## config.mk

```make
export PLATFORM = sky130hd
export DESIGN_NAME = fetch_stage_flat
export DESIGN_NICKNAME = d
export VERILOG_FILES = /design/src/rtl/fetch_stage_if.sv /design/src/rtl/fetch_stage.sv /design/src/flat_wrapper.sv
export SDC_FILE = /design/constraint.sdc
export NUM_CORES = 1
export LEC_CHECK = 0
export CORE_UTILIZATION = 30
export CTS_BUF_LIST = sky130_fd_sc_hd__clkbuf_8
export CTS_CLUSTER_DIAMETER = 100
export DETAILED_ROUTE_END_ITERATION = 8
export PLACE_DENSITY = 0.55
export SLEW_MARGIN = 0
export SYNTH_ARGS = -nofsm -noshare
export SYNTH_HDL_FRONTEND = slang
export SYNTH_SLANG_ARGS = --single-unit
```

## constraint.sdc

```tcl
create_clock -name clk -period 6.1 [get_ports clk]
set_clock_uncertainty 0.2 [all_clocks]
set_input_delay 0.915 -clock clk [delete_from_list [all_inputs] [get_ports clk]]
set_output_delay 0.915 -clock clk [all_outputs]
set_load 0.02 [all_outputs]
```

## src/rtl/fetch_stage_if.sv

```systemverilog
// Interface between the fetch stage and its surroundings.
// Carries the ID redirect inputs, the instruction-memory link and the IF/ID register outputs.
interface fetch_stage_if #(
  parameter int unsigned ADDRESS_LEN = 32,
  parameter int unsigned WORD_LEN    = 32
) ();
  logic                   stall;
  logic                   branch_taken;
  logic [15:0]            branch_offset;
  logic                   jump;
  logic [25:0]            jump_target;
  logic [WORD_LEN-1:0]    inst_in;
  logic [ADDRESS_LEN-1:0] pc_out;
  logic [WORD_LEN-1:0]    if_id_inst;
  logic [ADDRESS_LEN-1:0] if_id_pc_plus1;
  logic                   if_id_valid;
  logic [31:0]            fetch_count;
  logic                   fetch_fault;

  // The fetch stage owns the PC and the IF/ID register.
  modport master (
    input  stall, branch_taken, branch_offset, jump, jump_target, inst_in,
    output pc_out, if_id_inst, if_id_pc_plus1, if_id_valid, fetch_count, fetch_fault
  );

  // Hazard unit, ID stage and instruction memory.
  modport slave (
    output stall, branch_taken, branch_offset, jump, jump_target, inst_in,
    input  pc_out, if_id_inst, if_id_pc_plus1, if_id_valid, fetch_count, fetch_fault
  );
endinterface

```

## src/rtl/fetch_stage.sv

```systemverilog
// MIPS instruction-fetch stage: program counter, IF/ID register and redirect handling.
// Redirects from ID insert one bubble; out-of-range targets restart at RESET_PC and latch a fault.
module fetch_stage #(
  parameter int unsigned ADDRESS_LEN = 32,
  parameter int unsigned WORD_LEN    = 32,
  parameter int unsigned MEMORY_SIZE = 256,
  parameter int unsigned RESET_PC    = 0
) (
  input logic         clk,
  input logic         rst,
  fetch_stage_if.master bus
);

  localparam int unsigned OFFSET_LEN = 16;
  localparam int unsigned COUNT_LEN  = 32;
  localparam logic [ADDRESS_LEN-1:0] PC_INIT   = ADDRESS_LEN'(RESET_PC);
  localparam logic [ADDRESS_LEN-1:0] LAST_PC   = ADDRESS_LEN'(MEMORY_SIZE - 1);
  localparam logic [ADDRESS_LEN-1:0] MEM_LIMIT = ADDRESS_LEN'(MEMORY_SIZE);

  typedef enum logic {BOOT, RUN} state_t;

  state_t                 state_q, state_d;
  logic [ADDRESS_LEN-1:0] pc_q, pc_d;
  logic [WORD_LEN-1:0]    inst_q, inst_d;
  logic [ADDRESS_LEN-1:0] pc_plus1_q, pc_plus1_d;
  logic                   valid_q, valid_d;
  logic [COUNT_LEN-1:0]   count_q, count_d;
  logic                   fault_q, fault_d;

  logic [ADDRESS_LEN-1:0] seq_pc;
  logic [ADDRESS_LEN-1:0] br_pc;
  logic [ADDRESS_LEN-1:0] jmp_pc;
  logic [ADDRESS_LEN-1:0] redirect_pc;

  // Candidate next PCs, all from registered state plus the ID-stage fields.
  assign seq_pc = (pc_q == LAST_PC) ? '0 : pc_q + ADDRESS_LEN'(1);
  assign br_pc  = pc_plus1_q +
                  {{(ADDRESS_LEN-OFFSET_LEN){bus.branch_offset[OFFSET_LEN-1]}}, bus.branch_offset};
  assign jmp_pc = ADDRESS_LEN'(bus.jump_target);
  assign redirect_pc = bus.jump ? jmp_pc : br_pc;

  always_ff @(posedge clk or posedge rst) begin
    if (rst) begin
      state_q    <= BOOT;
      pc_q       <= PC_INIT;
      inst_q     <= '0;
      pc_plus1_q <= '0;
      valid_q    <= 1'b0;
      count_q    <= '0;
      fault_q    <= 1'b0;
    end else begin
      state_q    <= state_d;
      pc_q       <= pc_d;
      inst_q     <= inst_d;
      pc_plus1_q <= pc_plus1_d;
      valid_q    <= valid_d;
      count_q    <= count_d;
      fault_q    <= fault_d;
    end
  end

  always_comb begin
    state_d    = state_q;
    pc_d       = pc_q;
    inst_d     = inst_q;
    pc_plus1_d = pc_plus1_q;
    valid_d    = valid_q;
    count_d    = count_q;
    fault_d    = fault_q;

    unique case (state_q)
      BOOT: state_d = RUN;
      RUN: begin
        if (bus.jump || bus.branch_taken) begin
          // Redirect beats stall; the wrong-path word is dropped for a bubble.
          inst_d     = '0;
          pc_plus1_d = '0;
          valid_d    = 1'b0;
          if (redirect_pc >= MEM_LIMIT) begin
            pc_d    = PC_INIT;
            fault_d = 1'b1;
          end else begin
            pc_d = redirect_pc;
          end
        end else if (!bus.stall) begin
          inst_d     = bus.inst_in;
          pc_plus1_d = seq_pc;
          valid_d    = 1'b1;
          pc_d       = seq_pc;
          count_d    = count_q + COUNT_LEN'(1);
        end
      end
      default: state_d = BOOT;
    endcase
  end

  assign bus.pc_out         = pc_q;
  assign bus.if_id_inst     = inst_q;
  assign bus.if_id_pc_plus1 = pc_plus1_q;
  assign bus.if_id_valid    = valid_q;
  assign bus.fetch_count    = count_q;
  assign bus.fetch_fault    = fault_q;

endmodule

```

## src/flat_wrapper.sv

```systemverilog
// flat-port wrapper written by rule: the top's interface ports become plain ports
module fetch_stage_flat 
#(
  parameter int unsigned ADDRESS_LEN = 32,
  parameter int unsigned WORD_LEN    = 32,
  parameter int unsigned MEMORY_SIZE = 256,
  parameter int unsigned RESET_PC    = 0
)
  (clk, rst, bus_stall, bus_branch_taken, bus_branch_offset, bus_jump, bus_jump_target, bus_inst_in, bus_pc_out, bus_if_id_inst, bus_if_id_pc_plus1, bus_if_id_valid, bus_fetch_count, bus_fetch_fault);
  fetch_stage_if #(.ADDRESS_LEN(ADDRESS_LEN), .WORD_LEN(WORD_LEN)) bus_i ();
  input logic clk;
  input logic rst;
  input wire logic [$bits(bus_i.stall)-1:0] bus_stall;
  input wire logic [$bits(bus_i.branch_taken)-1:0] bus_branch_taken;
  input wire logic [$bits(bus_i.branch_offset)-1:0] bus_branch_offset;
  input wire logic [$bits(bus_i.jump)-1:0] bus_jump;
  input wire logic [$bits(bus_i.jump_target)-1:0] bus_jump_target;
  input wire logic [$bits(bus_i.inst_in)-1:0] bus_inst_in;
  output wire logic [$bits(bus_i.pc_out)-1:0] bus_pc_out;
  output wire logic [$bits(bus_i.if_id_inst)-1:0] bus_if_id_inst;
  output wire logic [$bits(bus_i.if_id_pc_plus1)-1:0] bus_if_id_pc_plus1;
  output wire logic [$bits(bus_i.if_id_valid)-1:0] bus_if_id_valid;
  output wire logic [$bits(bus_i.fetch_count)-1:0] bus_fetch_count;
  output wire logic [$bits(bus_i.fetch_fault)-1:0] bus_fetch_fault;
  assign bus_i.stall = bus_stall;
  assign bus_i.branch_taken = bus_branch_taken;
  assign bus_i.branch_offset = bus_branch_offset;
  assign bus_i.jump = bus_jump;
  assign bus_i.jump_target = bus_jump_target;
  assign bus_i.inst_in = bus_inst_in;
  assign bus_pc_out = bus_i.pc_out;
  assign bus_if_id_inst = bus_i.if_id_inst;
  assign bus_if_id_pc_plus1 = bus_i.if_id_pc_plus1;
  assign bus_if_id_valid = bus_i.if_id_valid;
  assign bus_fetch_count = bus_i.fetch_count;
  assign bus_fetch_fault = bus_i.fetch_fault;
  fetch_stage #(.ADDRESS_LEN(ADDRESS_LEN), .WORD_LEN(WORD_LEN), .MEMORY_SIZE(MEMORY_SIZE), .RESET_PC(RESET_PC)) u_core (.clk(clk), .rst(rst), .bus(bus_i));
endmodule
```

==> results of run 1 <==
-- layer usage --
metal / track usage / vias to the layer above / routed length [microns]
met4: 0.0531 / 2 / 417
met1: 0.248 / 3572 / 11700
li1: - / 3603 / -
met3: 0.0551 / 27 / 1820
met2: 0.295 / 220 / 11800
met5: 0 / - / 12
-- power by group through the flow --
stage	Combinational [uW]	Clock, uW	Sequential (uW)
6_report	286	853	914
4_1_cts	289	875	914
5_1_grt	311	917	918
3_3_place_gp	289	0	930
3_5_place_dp	288	0	930
2_1_floorplan	120	0	954
-- through the flow --
step	setup WS (ns)	instances	total power, uW
2_1_floorplan	1.49	876	1070
3_3_place_gp	1.17	1380	1220
3_5_place_dp	1.15	1380	1220
4_1_cts	1.66	1412	2080
5_1_grt	1.38	1412	2150
6_report	1.64	1412	2050
-- area by class of cell --
type | instances | area share
flip-flops and latches | 131 | 0.300
clock buffers | 17 | 0.0214
well taps | 335 | 0.0384
repair buffers | 213 | 0.194
multi-input cells | 687 | 0.421
inverters | 14 | 0.00527
clock inverters | 15 | 0.0197
-- flip-flops by register name (all words and copies together), names as in the netlist --
signal	flops
u_core.bus.pc_out	32
u_core.bus.if_id_valid	1
u_core.bus.if_id_inst	32
u_core.state_q	1
u_core.bus.fetch_fault	1
u_core.bus.if_id_pc_plus1	32
u_core.bus.fetch_count	32
-- cell usage in the layout (no fill, tap or decap), types with 23 or more instances in the layout --
| cell type | count |
|---|---|
| a21oi_1 | 42 |
| a22o_1 | 45 |
| and3_1 | 23 |
| clkdlybuf4s50_1 | 208 |
| dfrtp_1 | 131 |
| ha_1 | 33 |
| nand2_1 | 115 |
| nand3_1 | 31 |
| nor2_1 | 53 |
| o21ai_0 | 68 |
| xnor2_1 | 50 |
| xor2_1 | 29 |
-- kinds of logic after synthesis --
logic type / Yosys count / synth area share
flops: 131 / 0.404
fa+ha+maj: 34 / 0.0534
xor+xnor: 79 / 0.0853
buf+inv: 58 / 0.0296
other cells: 1 / 0.000462
compound gates: 278 / 0.251
simple gates: 293 / 0.174
mux: 2 / 0.00247
-- final timing paths --
check,start,endpoint,slack [ns],depth (start not counted)
worst max-delay path,bus_branch_offset[15],u_core.bus.pc_out[2],1.64,11
worst min-delay path,u_core.bus.fetch_count[31],u_core.bus.fetch_count[31],0.29,1
worst max register to register,u_core.bus.if_id_pc_plus1[0],u_core.bus.pc_out[2],2.35,11
worst min register to register,u_core.bus.fetch_count[31],u_core.bus.fetch_count[31],0.29,1
max in group asynchronous,rst,u_core.bus.if_id_valid,3.85,3
min in group asynchronous,rst,u_core.bus.if_id_inst[12],0.85,2
-- synth_stat cells, types with 8 or more instances --
cell and count:
nor2_1 53, o21ai_0 68, a22oi_1 8, nor4_1 11, nand2_1 117, nor3_1 11, a21oi_1 42, clkbuf_1 32
ha_1 33, dfrtp_1 131, nand4_1 14, a21o_1 20, xor2_1 29, o21a_1 8, nand3_1 31, inv_1 14
and3_1 23, a22o_1 45, o211ai_1 10, xnor2_1 50, o31ai_1 17
==> reports/results.txt, run 1 <==
outcome -> complete, but fails checks
failing checks -> DRC
Root Driver -> clkbuf_8
fin crit share -> 0.731
Yosys cell types -> 71
Antenna Cells -> 0
vias -> 7424
clk sinks -> 131
Post-synth EDFFs -> 0
Final Net Count -> 1177
wirelength, routed -> 25700 microns
unrepaired setup endpoints after global routing -> false
# IOs -> 209
share of the yosys chip area belonging to registers -> 0.404
max-slew violation count -> 0
PortBufs -> 208
setup TNS -> 0 ns
Comb pwr share -> 0.139
minimum clock period -> 4.46 ns
DP Area -> 10500 sq um
Worst path max stage delay -> 0.81 ns
Worst-Margin Slew -> 1.05 ns
arrival time worst endpoint -> 4.61 ns
P_leak -> 0.00474 uW
internal power -> 1480 uW
full die area -> 27700 sq um
ys async rst share -> 1.00
DP Wirelength -> 19100 microns
DRT iter0 DRCs -> 395
crit-path max FO -> 17
Req. time, crit path -> 6.24 ns
synthesized area -> 8110 sq um
worst vdd ir -> 0.115 mV
Clk network pwr share -> 0.415
post-cts resize count -> 0
Core Box Area -> 26300 sq um
Max Freq -> 224 MHz
die height -> 166 microns
Final Hold Fails -> 0
final setup vio count -> 0
Crit Path Class -> primary input to flip-flop
Rel. slew slack -> 0.295
clock tree buffer depth -> 2
Routed WL per cell -> 18.2 microns
DRC viols -> 10
routability cong. -> 1.00
total CTS buffers -> 17
synthesis-to-finish area growth -> 34.7%
MaxCap Viol Count -> 0
Worst path top cell family by delay -> compound AO/OA/AOI/OAI gates
largest net degree at the start of global routing -> 99
fin util -> 0.416
final instance area -> 10900 sq um
Main synth FF type -> dfrtp_1
vias in the first global route -> 7322
GRT Overall Usage -> 0.187
WP buf/inv -> 2
initial antenna violation count -> 1
multi-input logic area -> 4610 sq um
power density cells -> 188 nW/um^2
antenna-violating nets left -> 0
leading area contributor after synthesis -> dfrtp_1
global-route wire length before repair -> 41200 microns
share of cells above drive strength 1 -> 0.0669
CP endpoint kind -> flip-flop
H-tree depth -> 4
Net Sw Frac -> 0.280
critical-path cell list -> clkdlybuf4s50_1 > ha_1 > inv_1 > o31ai_1 > a21oi_1 > o211ai_1 > o2111a_1 > nand3_1 > o41ai_1 > nand4_4 > o41ai_2
Worst-path clk slew -> 0.09 ns
Initial Util -> 0.309
Synth top area share -> 0.404
ranking of synthesized cells by area -> dfrtp_1 (40%), nand2_1 (5.4%), xnor2_1 (5.4%), ha_1 (5.1%), a22o_1 (4.9%)
Seq pwr share -> 0.445
FF+latch area -> 3280 sq um
Yosys reg bits -> 131
CTS hold repair buffers -> 0
Switching Power -> 575 uW
Slowest cell on crit path -> clkdlybuf4s50_1
postcts setup bufs -> 0
worst-skew pair later-pin latency -> 0.44 ns
Die W -> 166 microns
syn nets -> 989
Syn Inst Count -> 876
TritonRoute pass-1 iters -> 6
Ys Warns -> 0
fillers -> 2619
CP startpoint kind -> primary input
worst hold slack -> 0.290 ns
row cnt -> 59
Worst Hold Class -> flip-flop to flip-flop
syn avg cell area -> 9.26 sq um
Remaining Overflow, GRT -> 0
CTS tree -> done
drt via density -> 5.26
Power figures use the tool's default switching activity.
==> inputs of run 2 (changes only) <==
clock period = 4.59 ns   (was 6.1 ns; I/O delays follow)
==> reports/results.txt, run 2 (synthesis gave the netlist of run 1 again) <==
outcome -> complete, but fails checks
failing checks -> DRC
GRT Overall Usage -> 0.188 (+0.000998)
fin crit share -> 0.873
Worst-path clk slew -> 0.08 ns (about the same)
Worst Hold Class -> flip-flop to flip-flop
Critical Path End -> u_core.bus.pc_out[1]
Routed WL per cell -> 18.3 microns (+0.38%)
pre-CTS setup slack -> 0.176 ns (-0.977 ns)
CP startpoint -> bus_branch_offset[15]
Req. time, crit path -> 4.73 ns (-1.51 ns)
Final WS setup -> 0.582 ns (-1.06 ns)
setup TNS -> 0 ns (unchanged)
P_leak -> 0.00481 uW (+1.5%)
full die area -> 27700 sq um (unchanged)
CTS tree -> done
Slowest cell on crit path -> clkdlybuf4s50_1
Critical Path Stages -> 13 (+2)
Final Net Count -> 1198 (+1.8%)
postcts setup bufs -> 0 (unchanged)
initial antenna violation count -> 0 (-1)
H-tree depth -> 4 (unchanged)
Worst path max stage delay -> 0.49 ns (-0.32 ns)
CP startpoint kind -> primary input
Root Driver -> clkbuf_8
max-slew violation count -> 0 (unchanged)
wirelength, routed -> 26200 microns (+1.9%)
# IOs -> 209 (unchanged)
flop-to-flop setup slack -> 0.98 ns (-1.37 ns)
WP buf/inv -> 4 (+2)
DRC viols -> 10 (unchanged)
Worst path top cell family by delay -> compound AO/OA/AOI/OAI gates
critical-path cell list -> clkdlybuf4s50_1 > buf_4 > ha_1 > inv_1 > o31ai_1 > buf_4 > a21oi_1 > o211ai_1 > o2111a_1 > nand3_1 > o41ai_1 > nand4_4 > o31ai_1
vias -> 7458 (+0.46%)
Crit Path Class -> primary input to flip-flop
worst-skew pair later-pin latency -> 0.44 ns (about the same)
Core Box Area -> 26300 sq um (unchanged)
antenna-violating nets left -> 0 (unchanged)
DRT iter0 DRCs -> 363 (-8.1%)
Antenna Cells -> 0 (unchanged)
Remaining Overflow, GRT -> 0 (unchanged)
total CTS buffers -> 17 (unchanged)
power density cells -> 235 nW/um^2 (+25%)
CP endpoint kind -> flip-flop
die height -> 166 microns (unchanged)
worst vdd ir -> 0.148 mV (+29%)
commonest non-fill, non-tap cell in the layout -> clkdlybuf4s50_1
Worst-Margin Slew -> 0.895 ns (-0.158 ns)
row cnt -> 59 (unchanged)
Reg-to-Reg Start -> u_core.bus.if_id_pc_plus1[0]
Rel. slew slack -> 0.396 (+0.100)
minimum clock period -> 4.01 ns
Max Freq -> 249 MHz
Initial Util -> 0.309 (unchanged)
CTS hold repair buffers -> 0 (unchanged)
Die W -> 166 microns (unchanged)
global-route wire length before repair -> 41100 microns (-0.27%)
MaxCap Viol Count -> 0 (unchanged)
clock tree buffer depth -> 2 (unchanged)
most frequent cells in the layout -> clkdlybuf4s50_1 (208), dfrtp_1 (131), nand2_1 (115)
arrival time worst endpoint -> 4.14 ns (-0.47 ns)
post-cts resize count -> 0 (unchanged)
clk sinks -> 131 (unchanged)
vias in the first global route -> 7278 (-0.60%)
r2r endpoint -> u_core.bus.pc_out[1]
DP Wirelength -> 19700 microns (+3.5%)
final setup vio count -> 0 (unchanged)
Final Hold Fails -> 0 (unchanged)
drt via density -> 5.20 (-1.0%)
PortBufs -> 208 (unchanged)
synthesis-to-finish area growth -> 36.1%
largest net degree at the start of global routing -> 84 (-15%)
unrepaired setup endpoints after global routing -> false
routability cong. -> 0.897 (-10%)
worst r2r path cells -> 11 (unchanged)
crit-path max FO -> 12 (-5)
share of cells above drive strength 1 -> 0.0829 (+0.0160)
TritonRoute pass-1 iters -> 6 (unchanged)
==> run 2: where the power goes <==
group	switching, uW	total (uW)	internal, uW	leakage (uW)
clock	501	988	487	0.000193
combinational	213	395	182	0.00282
sequential	31.5	1210	1180	0.00180
total	745	2600	1850	0.00481
==> run 2: area by class of cell <==
cell class | count | area, sq um
clock buffer | 17 | 234
fill | 2621 | 15200
multi-input combinational | 687 | 4610
tap | 335 | 419
inverter | 14 | 57.6
sequential | 131 | 3280
clock inverter | 15 | 155
timing repair buffer | 234 | 2290
==> run 2: layer usage <==
layer	global-route usage	part of all wire
met2	0.305	0.47
met3	0.0561	0.065
met4	0.0552	0.017
met1	0.241	0.45
met5	0	0
==> run 2: through the flow <==
stage	cell area [sq um]	total power, uW	instances	util	hold slack, ns
detailed placement	10700	1630	1401	0.405	0.260
CTS	11000	2630	1433	0.420	0.276
global route	11000	2720	1433	0.420	0.312
finish	11000	2600	1433	0.420	0.274
floorplan	8110	1430	876	-	0.378
global placement	10700	1630	1401	0.405	0.262
==> run 2: how the worst min path moves through the flow <==
stage                                     startpoint                    endpoint  cells after the start  slack, ns
final                     u_core.bus.fetch_count[31]  u_core.bus.fetch_count[31]                      1       0.27
after global routing      u_core.bus.fetch_count[31]  u_core.bus.fetch_count[31]                      1       0.31
after CTS                 u_core.bus.fetch_count[31]  u_core.bus.fetch_count[31]                      1       0.28
after detailed placement  u_core.bus.fetch_count[31]  u_core.bus.fetch_count[31]                      1       0.26
after global placement    u_core.bus.fetch_count[31]  u_core.bus.fetch_count[31]                      1       0.26
after floorplan           u_core.bus.fetch_count[31]  u_core.bus.fetch_count[31]                      1       0.38
==> inputs of run 3 (changes only) <==
REMOVE_ABC_BUFFERS = 1   (was not set)
==> reports/results.txt, run 3 (synthesis gave the netlist of run 1 again) <==
Slowest cell on crit path -> o31ai_1
hold depth -> 1 (unchanged)
worst vdd ir -> 0.219 mV (+48%)
worst-skew pair later-pin latency -> 0.45 ns (about the same)
drt via density -> 5.19 (-0.21%)
PortBufs -> 208 (unchanged)
failing checks -> DRC
fin util -> 0.418 (-0.00238)
CTS hold repair buffers -> 0 (unchanged)
antenna-violating nets left -> 0 (unchanged)
synthesis-to-finish area growth -> 35.3%
flop-to-flop setup slack -> 0.95 ns (-0.03 ns)
worst hold slack -> 0.284 ns (+0.00990 ns)
Root Driver -> clkbuf_8
Routed WL per cell -> 17.9 microns (-2.2%)
Worst path top cell family by delay -> compound AO/OA/AOI/OAI gates
wirelength, routed -> 25500 microns (-3.0%)
hold path start -> u_core.bus.fetch_count[31]
r2r endpoint -> u_core.bus.pc_out[6]
row cnt -> 59 (unchanged)
CP endpoint kind -> flip-flop
Initial Util -> 0.309 (unchanged)
Reg-to-Reg Start -> u_core.bus.if_id_pc_plus1[0]
crit-path max FO -> 17 (+5)
fin crit share -> 0.855 (-0.0180)
P_leak -> 0.00477 uW (-0.90%)
Final Hold Fails -> 0 (unchanged)
# IOs -> 209 (unchanged)
critical-path cell list -> clkdlybuf4s50_1 > buf_12 > ha_1 > inv_1 > o31ai_1 > a21oi_1 > o211ai_1 > o2111a_1 > nand3_1 > o41ai_1 > nand4_4 > o41ai_2
placed cells -> 1389 (-0.86%)
DP Wirelength -> 19200 microns (-2.8%)
outcome -> complete, but fails checks
routability cong. -> 0.901 (+0.45%)
Antenna Cells -> 0 (unchanged)
Crit Path Class -> primary input to flip-flop
post-cts resize count -> 0 (unchanged)
full die area -> 27700 sq um (unchanged)
share of cells above drive strength 1 -> 0.0737 (-0.00921)
Final Net Count -> 1186 (-1.0%)
CTS tree -> done
vias in the first global route -> 7062 (-3.0%)
Die W -> 166 microns (unchanged)
DRT iter0 DRCs -> 372 (+2.5%)
largest net degree at the start of global routing -> 83 (-1.2%)
final instance area -> 11000 sq um (-0.57%)
GRT Overall Usage -> 0.185 (-0.00331)
Remaining Overflow, GRT -> 0 (unchanged)
Layout Cells excl Fill -> 1421 (-0.84%)
Final WS setup -> 0.664 ns (+0.0826 ns)
Worst-Margin Slew -> 0.888 ns (-0.00726 ns)
initial antenna violation count -> 0 (unchanged)
die height -> 166 microns (unchanged)
Worst-path clk slew -> 0.09 ns (about the same)
arrival time worst endpoint -> 4.07 ns (-0.07 ns)
global-route wire length before repair -> 40500 microns (-1.3%)
Worst path max stage delay -> 0.60 ns (+0.11 ns)
H-tree depth -> 4 (unchanged)
Worst Hold Class -> flip-flop to flip-flop
DP Area -> 10600 sq um (-0.73%)
MaxCap Viol Count -> 0 (unchanged)
unrepaired setup endpoints after global routing -> false
TritonRoute pass-1 iters -> 7 (+1)
power density cells -> 239 nW/um^2 (+1.5%)
clk sinks -> 131 (unchanged)
Rel. slew slack -> 0.401 (+0.00490)
CP startpoint kind -> primary input
Max Freq -> 255 MHz (+2.1%)
most frequent cells in the layout -> clkdlybuf4s50_1 (208), dfrtp_1 (131), nand2_1 (115)
minimum clock period -> 3.93 ns (-0.0826 ns)
Req. time, crit path -> 4.73 ns (about the same)
final setup vio count -> 0 (unchanged)
postcts setup bufs -> 0 (unchanged)
DRC viols -> 9 (-1)
commonest non-fill, non-tap cell in the layout -> clkdlybuf4s50_1
Core Box Area -> 26300 sq um (unchanged)
total CTS buffers -> 17 (unchanged)
max-slew violation count -> 0 (unchanged)
WHS Endpoint -> u_core.bus.fetch_count[31]
worst r2r path cells -> 12 (+1)
pre-CTS setup slack -> 0.232 ns (+0.0561 ns)
vias -> 7380 (-1.0%)
WP buf/inv -> 3 (-1)
clock tree buffer depth -> 2 (unchanged)
fillers -> 2668 (+1.8%)
run 3: changes by cell type in the layout (fill, tap and decap cells not counted), sizes merged:
cell / change
inv: +1
buf: -12
clkinvlp: -2
clkinv: +1
run 3: how the worst max path moves through the flow:
stage | start | end | depth (start not counted)
6_report | bus_branch_offset[15] | u_core.bus.pc_out[6] | 12
3_3_place_gp | bus_branch_offset[15] | u_core.bus.fetch_fault | 12
4_1_cts | bus_branch_offset[15] | u_core.bus.pc_out[6] | 12
2_1_floorplan | bus_stall | u_core.bus.pc_out[5] | 4
5_1_grt | bus_branch_offset[15] | u_core.bus.pc_out[5] | 12
3_5_place_dp | bus_branch_offset[15] | u_core.bus.pc_out[2] | 12
run 3: stage by stage:
| step | TNS (ns) | power, uW |
|---|---|---|
| 2_1_floorplan | -142.27 | 1420 |
| 3_3_place_gp | 0 | 1620 |
| 4_1_cts | 0 | 2660 |
| 3_5_place_dp | 0 | 1620 |
| 6_report | 0 | 2620 |
| 5_1_grt | 0 | 2740 |
run 3: layout make-up:
cell class | count | area, sq um | share of cell area
multi-input combinational | 687 | 4610 | 0.420
sequential | 131 | 3280 | 0.299
timing repair buffer | 222 | 2210 | 0.202
tap | 335 | 419 | 0.0382
clock buffer | 17 | 234 | 0.0213
clock inverter | 15 | 170 | 0.0155
inverter | 14 | 57.6 | 0.00524
run 3: worst reg2reg max path, stage by stage, from the launching register on:
cell      delay (ns)
dfrtp_1         0.42
ha_1            0.28
fa_1            0.44
a211oi_1        0.36
o21a_1          0.26
o21ai_0         0.12
xor2_1          0.18
nor3_1          0.20
o311ai_0        0.22
nor3_2          0.22
a32oi_4         0.12
buf_4           0.20
o41ai_2         0.31
run 3: where the power goes:
group | internal, uW | switching, uW | leakage, uW
Clock | 500 | 525 | 0.000205
Combinational | 178 | 205 | 0.00276
Sequential | 1180 | 30.5 | 0.00180
Total | 1860 | 761 | 0.00477
run 3: per-layer routing:
metal	vias up	GRT usage	wire length, microns
li1	3620	-	-
met2	188	0.293	11800
met1	3547	0.248	11700
met3	25	0.0475	1460
met5	-	0	0
met4	0	0.0519	429
